### src/rtl/uart_wb_pkg.sv
// Shared definitions for the UART-driven Wishbone master: FSM states and
// the command/response byte codes of the serial protocol.
package uart_wb_pkg;

    typedef enum logic [2:0] {
        ST_IDLE,
        ST_GET_ADDR,
        ST_GET_DATA,
        ST_WB_CYC,
        ST_SEND,
        ST_TX_HOLD
    } state_t;

    localparam logic [7:0] CMD_WR  = 8'h57;  // 'W'
    localparam logic [7:0] CMD_RD  = 8'h52;  // 'R'
    localparam logic [7:0] RSP_OK  = 8'h4B;  // 'K'
    localparam logic [7:0] RSP_ERR = 8'h45;  // 'E'

endpackage

### src/rtl/uart_wb_master_cycle_timer.sv
// Saturating up-counter that flags when LIMIT enabled cycles have elapsed
// since the last clear. It never wraps, so a stuck condition stays expired.
module cycle_timer #(
    parameter int LIMIT = 16
) (
    input  logic clk,
    input  logic rst,
    input  logic clr,
    input  logic en,
    output logic expired
);

    localparam int CW = $clog2(LIMIT + 1);
    localparam logic [CW-1:0] MAX = CW'(LIMIT);

    logic [CW-1:0] cnt;

    // Count enabled cycles, holding at MAX once reached
    always_ff @(posedge clk) begin
        if (rst || clr) begin
            cnt <= '0;
        end else if (en && (cnt != MAX)) begin
            cnt <= cnt + CW'(1);
        end
    end

    assign expired = (cnt == MAX);

endmodule

### src/rtl/uart_wb_master.sv
// Decodes 'W' addr data / 'R' addr frames from the UART receiver, runs one
// classic Wishbone single cycle per frame and returns one response byte.
module uart_wb_master
    import uart_wb_pkg::*;
#(
    parameter int AW            = 8,
    parameter int WB_TIMEOUT    = 1024,
    parameter int FRAME_TIMEOUT = 120000
) (
    input  logic          clk,
    input  logic          rst,
    input  logic [7:0]    rx_word,
    input  logic          rx_rxne,
    input  logic          rx_ore,
    output logic          rx_rxne_clear,
    output logic [7:0]    tx_data,
    output logic          tx_valid,
    input  logic          tx_busy,
    output logic [AW-1:0] wb_adr_o,
    output logic [7:0]    wb_dat_o,
    output logic          wb_we_o,
    output logic          wb_cyc_o,
    output logic          wb_stb_o,
    input  logic [7:0]    wb_dat_i,
    input  logic          wb_ack_i,
    output logic          busy
);

    state_t state;
    logic   we_q;
    logic   clr_d;
    logic   in_frame;
    logic   in_rx_state;
    logic   rx_ok;
    logic   frame_abort;
    logic   byte_take;
    logic   last_byte;
    logic   frame_expired;
    logic   wb_expired;

    assign in_frame    = (state == ST_GET_ADDR) || (state == ST_GET_DATA);
    assign in_rx_state = (state == ST_IDLE) || in_frame;
    // The UART still shows the consumed byte while it reacts to the clear
    // pulse, so the pulse cycle and the one after it are not trusted.
    assign rx_ok       = rx_rxne && !rx_rxne_clear && !clr_d;
    assign frame_abort = in_frame && (rx_ore || frame_expired);
    assign byte_take   = in_rx_state && rx_ok && !frame_abort;
    assign last_byte   = byte_take &&
                         (((state == ST_GET_ADDR) && !we_q) || (state == ST_GET_DATA));

    // Inter-byte gap limit: restarts on each accepted byte, runs mid-frame
    cycle_timer #(.LIMIT(FRAME_TIMEOUT)) u_frame_timer (
        .clk     (clk),
        .rst     (rst),
        .clr     (byte_take || (state == ST_IDLE)),
        .en      (in_frame),
        .expired (frame_expired)
    );

    // Bus-cycle limit: also counts the launch cycle so that cyc/stb stay
    // high for exactly WB_TIMEOUT cycles before the error response
    cycle_timer #(.LIMIT(WB_TIMEOUT)) u_wb_timer (
        .clk     (clk),
        .rst     (rst),
        .clr     (state == ST_IDLE),
        .en      ((state == ST_WB_CYC) || last_byte),
        .expired (wb_expired)
    );

    // Frame decode, bus cycle and response sequencing with registered outputs
    always_ff @(posedge clk) begin
        if (rst) begin
            state         <= ST_IDLE;
            we_q          <= 1'b0;
            clr_d         <= 1'b0;
            rx_rxne_clear <= 1'b0;
            tx_valid      <= 1'b0;
            tx_data       <= '0;
            wb_adr_o      <= '0;
            wb_dat_o      <= '0;
            wb_we_o       <= 1'b0;
            wb_cyc_o      <= 1'b0;
            wb_stb_o      <= 1'b0;
            busy          <= 1'b0;
        end else begin
            rx_rxne_clear <= byte_take;
            clr_d         <= rx_rxne_clear;
            tx_valid      <= 1'b0;
            case (state)
                ST_IDLE: begin
                    if (byte_take && ((rx_word == CMD_WR) || (rx_word == CMD_RD))) begin
                        we_q  <= (rx_word == CMD_WR);
                        state <= ST_GET_ADDR;
                        busy  <= 1'b1;
                    end
                end
                ST_GET_ADDR: begin
                    if (frame_abort) begin
                        state <= ST_IDLE;
                        busy  <= 1'b0;
                    end else if (byte_take) begin
                        wb_adr_o <= AW'(rx_word);
                        if (we_q) begin
                            state <= ST_GET_DATA;
                        end else begin
                            state    <= ST_WB_CYC;
                            wb_cyc_o <= 1'b1;
                            wb_stb_o <= 1'b1;
                            wb_we_o  <= 1'b0;
                        end
                    end
                end
                ST_GET_DATA: begin
                    if (frame_abort) begin
                        state <= ST_IDLE;
                        busy  <= 1'b0;
                    end else if (byte_take) begin
                        wb_dat_o <= rx_word;
                        state    <= ST_WB_CYC;
                        wb_cyc_o <= 1'b1;
                        wb_stb_o <= 1'b1;
                        wb_we_o  <= 1'b1;
                    end
                end
                ST_WB_CYC: begin
                    if (wb_ack_i) begin
                        wb_cyc_o <= 1'b0;
                        wb_stb_o <= 1'b0;
                        wb_we_o  <= 1'b0;
                        tx_data  <= we_q ? RSP_OK : wb_dat_i;
                        state    <= ST_SEND;
                    end else if (wb_expired) begin
                        wb_cyc_o <= 1'b0;
                        wb_stb_o <= 1'b0;
                        wb_we_o  <= 1'b0;
                        tx_data  <= RSP_ERR;
                        state    <= ST_SEND;
                    end
                end
                ST_SEND: begin
                    if (!tx_busy) begin
                        tx_valid <= 1'b1;
                        state    <= ST_TX_HOLD;
                    end
                end
                ST_TX_HOLD: begin
                    state <= ST_IDLE;
                    busy  <= 1'b0;
                end
                default: begin
                    state <= ST_IDLE;
                    busy  <= 1'b0;
                end
            endcase
        end
    end

endmodule

### config.mk
export PLATFORM = sky130hd
export DESIGN_NAME = uart_wb_master
export DESIGN_NICKNAME = d
export VERILOG_FILES = /design/src/rtl/uart_wb_pkg.sv /design/src/rtl/uart_wb_master_cycle_timer.sv /design/src/rtl/uart_wb_master.sv
export SDC_FILE = /design/constraint.sdc
export NUM_CORES = 1
export LEC_CHECK = 0
export CAP_MARGIN = 20
export CELL_PAD_IN_SITES_DETAIL_PLACEMENT = 0
export CELL_PAD_IN_SITES_GLOBAL_PLACEMENT = 1
export CORE_MARGIN = 5
export CORE_UTILIZATION = 42
export CTS_CLUSTER_SIZE = 14
export DETAILED_ROUTE_END_ITERATION = 10
export GPL_ROUTABILITY_DRIVEN = 0
export PLACE_DENSITY = 0.83
export SLEW_MARGIN = 20
export SYNTH_ARGS = -nofsm -noshare
export SYNTH_HDL_FRONTEND = slang
export SYNTH_SLANG_ARGS = --single-unit
### constraint.sdc
create_clock -name clk -period 4.3 [get_ports clk]
set_input_delay 0.43 -clock clk [delete_from_list [all_inputs] [get_ports clk]]
set_output_delay 0.43 -clock clk [all_outputs]
set_load 0.1 [all_outputs]
==> results_tabular.tex <==
\begin{tabular}{lr}
\hline
Metric & Value \\
\hline
\multicolumn{2}{l}{\textbf{Outcome}} \\
Outcome & completed \\
\multicolumn{2}{l}{\textbf{Final layout}} \\
Layout overhead on the synthesized area & 25.3\% \\
Net count, final & 410 \\
Number of cells in the finished layout apart from fillers & 469 \\
Diodes inserted & 0 \\
Final Core Density & 54.0\% \\
Total area of sequential cells & 1240 um2 \\
Footprint of the multi-input gates & 1540 um2 \\
Fillers & 646 \\
Proportion of layout cells with a drive suffix above 1 & 7.71\% \\
\multicolumn{2}{l}{\textbf{Critical path}} \\
Required time reported for the critical path endpoint & 4.57 ns \\
Source of the worst register-to-register timing path & state[0] \\
Internal reg-to-reg setup slack & 1.84 ns \\
Reg2Reg Depth & 5 \\
Max stage delay cell, worst path & dfxtp\_1 \\
Crit path from & state[0] \\
Critical path capture point type & flip-flop \\
Delay of the slowest critical-path stage & 0.62 ns \\
Critical path cell sequence & nand2\_1, nor2\_1, a22oi\_2, or4\_1, a21oi\_1 \\
Arr. time, crit path & 2.73 ns \\
Critical path type & reg -> reg \\
Terminus of the critical flop-to-flop path & u\_wb\_timer.cnt[10] \\
Crit path max fanout & 16 \\
Startpoint class of the critical path & flip-flop \\
\multicolumn{2}{l}{\textbf{Clocking}} \\
TritonCTS clock tree & built \\
Resized cells post-CTS & 0 \\
Inserted Clock Buffers & 9 \\
Quantity of hold-fixing buffers added after cts & 0 \\
Setup Fix Bufs, Post-CTS & 0 \\
Root Buffer Master & clkbuf\_8 \\
\# H-tree levels & 3 \\
Clock Pin Slew Worst Setup and Hold Paths & 0.07 ns \\
Clock latency on the worst-skew pair & 0.34 ns \\
Sink count of the clock tree & 62 \\
Max Root-Sink Buffers & 2 \\
\multicolumn{2}{l}{\textbf{Power}} \\
Power density of the placed cells & 312 nW/um2 \\
Worst IR drop on VDD & 164 uV \\
Leakage power summed over all cells & 1.13 nW \\
\multicolumn{2}{l}{\textbf{Yosys}} \\
Asr flop ratio synth & 0\% \\
Share of synthesized area occupied by flip-flops and latches & 42.6\% \\
Number of distinct library cells after synthesis & 51 \\
Net count after synthesis & 364 \\
Synth top cells by count & dfxtp\_1, nand2\_1, nor2\_1 \\
Top post-synthesis cells by area & dfxtp\_1, a21oi\_1, nand2\_1 \\
Post-synth top area cell & dfxtp\_1 \\
Avg Inst Size Synth & 8.61 um2 \\
Fraction of synthesized cell area taken by the top area cell type & 42.6\% \\
Count of flip-flops with a built-in enable after synthesis & 0 \\
Yosys warning total & 0 \\
Flops \& latches, synth & 62 \\
Cell area after technology mapping & 2910 um2 \\
Most common flop cell mapped by yosys & dfxtp\_1 \\
Most frequent cell after synthesis & dfxtp\_1 \\
Gate count of the mapped netlist & 338 \\
\multicolumn{2}{l}{\textbf{Worst hold path}} \\
Kind of path behind the tightest hold check & reg -> reg \\
Startpoint of the tightest hold check path & tx\_data[3] \\
Count of cells along the worst hold path & 2 \\
Endpoint of the worst hold path & tx\_data[3] \\
\multicolumn{2}{l}{\textbf{Routing}} \\
DRC violation count after routing & 0 \\
Number of vias per cell after detailed routing & 5.48 \\
Avg WL per Cell & 14.4 um \\
Total Routed Length & 6760 um \\
Starting DRT DRC Count & 83 \\
Number of search-and-repair iterations in the first detailed-routing pass & 6 \\
Vias after detailed routing & 2,572 \\
Antenna Violating Nets Remaining & 0 \\
\multicolumn{2}{l}{\textbf{STA}} \\
Final Hold Vio Count & 0 \\
Post-Route Skew & 0.00987 ns \\
Tightest slew margin relative to the limit & 33.6\% \\
Least-Margin Pin Slew & 0.993 ns \\
Achievable clock frequency & 406 MHz \\
Final setup violation count & 0 \\
Setup repair after global routing missed its margin & false \\
Tcrit/Tclk final & 57.3\% \\
Total negative setup slack & 0 ns \\
Final count of pins violating max slew & 0 \\
Shortest clock period the worst path allows after layout & 2.46 ns \\
\multicolumn{2}{l}{\textbf{GRT}} \\
Number of antenna violations at the first check in global routing & 0 \\
Vias in the first global route & 2,376 \\
Remaining Overflow, GRT & 0 \\
Wire length of the first global-routing pass & 11,000 um \\
Largest net degree at the start of global routing & 22 \\
GR Util All Layers & 15.8\% \\
\multicolumn{2}{l}{\textbf{Floorplanning}} \\
Effective utilization at floorplan & 43.1\% \\
Area of the die & 8700 um2 \\
Placeable core area & 6760 um2 \\
Die width & 93.3 um \\
Die Height & 93.3 um \\
Num ports & 52 \\
Rows & 30 \\
\multicolumn{2}{l}{\textbf{Placed design}} \\
HPWL Detailed & 4800 um \\
Buffers added on ports & 51 \\
Number of cells in the design after placement & 453 \\
\multicolumn{2}{l}{\textbf{Job}} \\
Max cap viols & 0 \\
\hline
\end{tabular}
## worst max-delay path: cells and delay by family (launching register included)
kind | cells | cell delay, ns
AO/OA/AOI/OAI | 2 | 0.49
flip-flops | 1 | 0.62
AND/OR/NAND/NOR | 3 | 1.29
## metal layers
layer	track usage [%]	vias to the layer above	part of all wire [%]
met3	3.94	12	4.5
met5	0	-	0
met1	19.7	1206	46
met2	25.8	47	48
met4	7.20	0	2.0
li1	-	1307	-
## area by class of cell
type	count	share of cell area, %
inverter	9	0.926
multi-input combinational	248	42.3
clock inverter	7	2.02
clock buffer	9	3.40
sequential	62	34.0
tap	80	2.74
timing repair buffer	54	14.6
## state kept, by name (all words and copies together) (netlist names)
signal,count
wb_we_o,1
wb_dat_o,8
state,3
tx_valid,1
wb_stb_o,1
u_frame_timer.cnt,17
wb_adr_o,8
rx_rxne_clear,1
we_q,1
busy,1
tx_data,8
clr_d,1
u_wb_timer.cnt,11
## through the flow
step                      instance area (um2)  setup WS [ns]  total power [W]  hold slack, ns
final                                    3650           1.84          0.00114           0.452
after detailed placement                 3440           1.64         0.000639           0.445
after global placement                   3440           1.68         0.000639           0.437
after global routing                     3650           1.55          0.00118           0.479
after floorplan                          2910           1.91         0.000612           0.447
after CTS                                3640           1.84          0.00115           0.454
## cell families (layout without fill, tap and decap cells)
logic type                 count (synthesis)  count (layout)  share of synthesized area, %
and+or+nand+nor                          154             154                          28.6
AOI/OAI and AO/OA                         64              64                          14.3
DFF                                       62              62                          42.6
buffers and inverters                     28              79                          4.60
xor gates and xnor gates                  18              18                          5.41
muxes                                      8               8                          2.75
adders and majority gates                  4               4                          1.72
## worst max path at each step
stage	slack, ns	end
3_5_place_dp	1.64	u_wb_timer.cnt[7]
3_3_place_gp	1.68	u_wb_timer.cnt[9]
4_1_cts	1.84	u_wb_timer.cnt[10]
6_report	1.84	u_wb_timer.cnt[10]
5_1_grt	1.55	u_wb_timer.cnt[7]
2_1_floorplan	1.91	u_wb_timer.cnt[10]
## power by group
group / switching [W] / internal (W)
Combinational: 0.0000250 / 0.0000244
Sequential: 0.00000122 / 0.000575
Clock: 0.000242 / 0.000269
Total: 0.000268 / 0.000868
## cells in the final DEF (no fill, tap or decap), drive strengths merged, types with 2 or more instances in the layout
cell type / netlist / final
o21a: 2 / 2
a211oi: 3 / 3
clkbuf: 9 / 9
xnor2: 6 / 6
a21oi: 30 / 30
buf: 10 / 3
o211ai: 4 / 4
nor2b: 2 / 2
or3: 4 / 4
nor2: 33 / 33
and4b: 3 / 3
or2: 2 / 2
nand4: 6 / 6
clkinv: 0 / 4
or4b: 2 / 2
or4: 7 / 7
ha: 4 / 4
dfxtp: 62 / 62
nor4: 8 / 8
nor3: 10 / 10
and4: 3 / 3
xor2: 12 / 12
o21ai: 10 / 10
o31ai: 5 / 5
clkdlybuf4s50: 0 / 51
nand2b: 4 / 4
a311oi: 2 / 2
nor4b: 3 / 3
nand2: 35 / 35
inv: 9 / 10
nand3: 26 / 26
mux2i: 8 / 8
(Power assumes the default switching activity.)
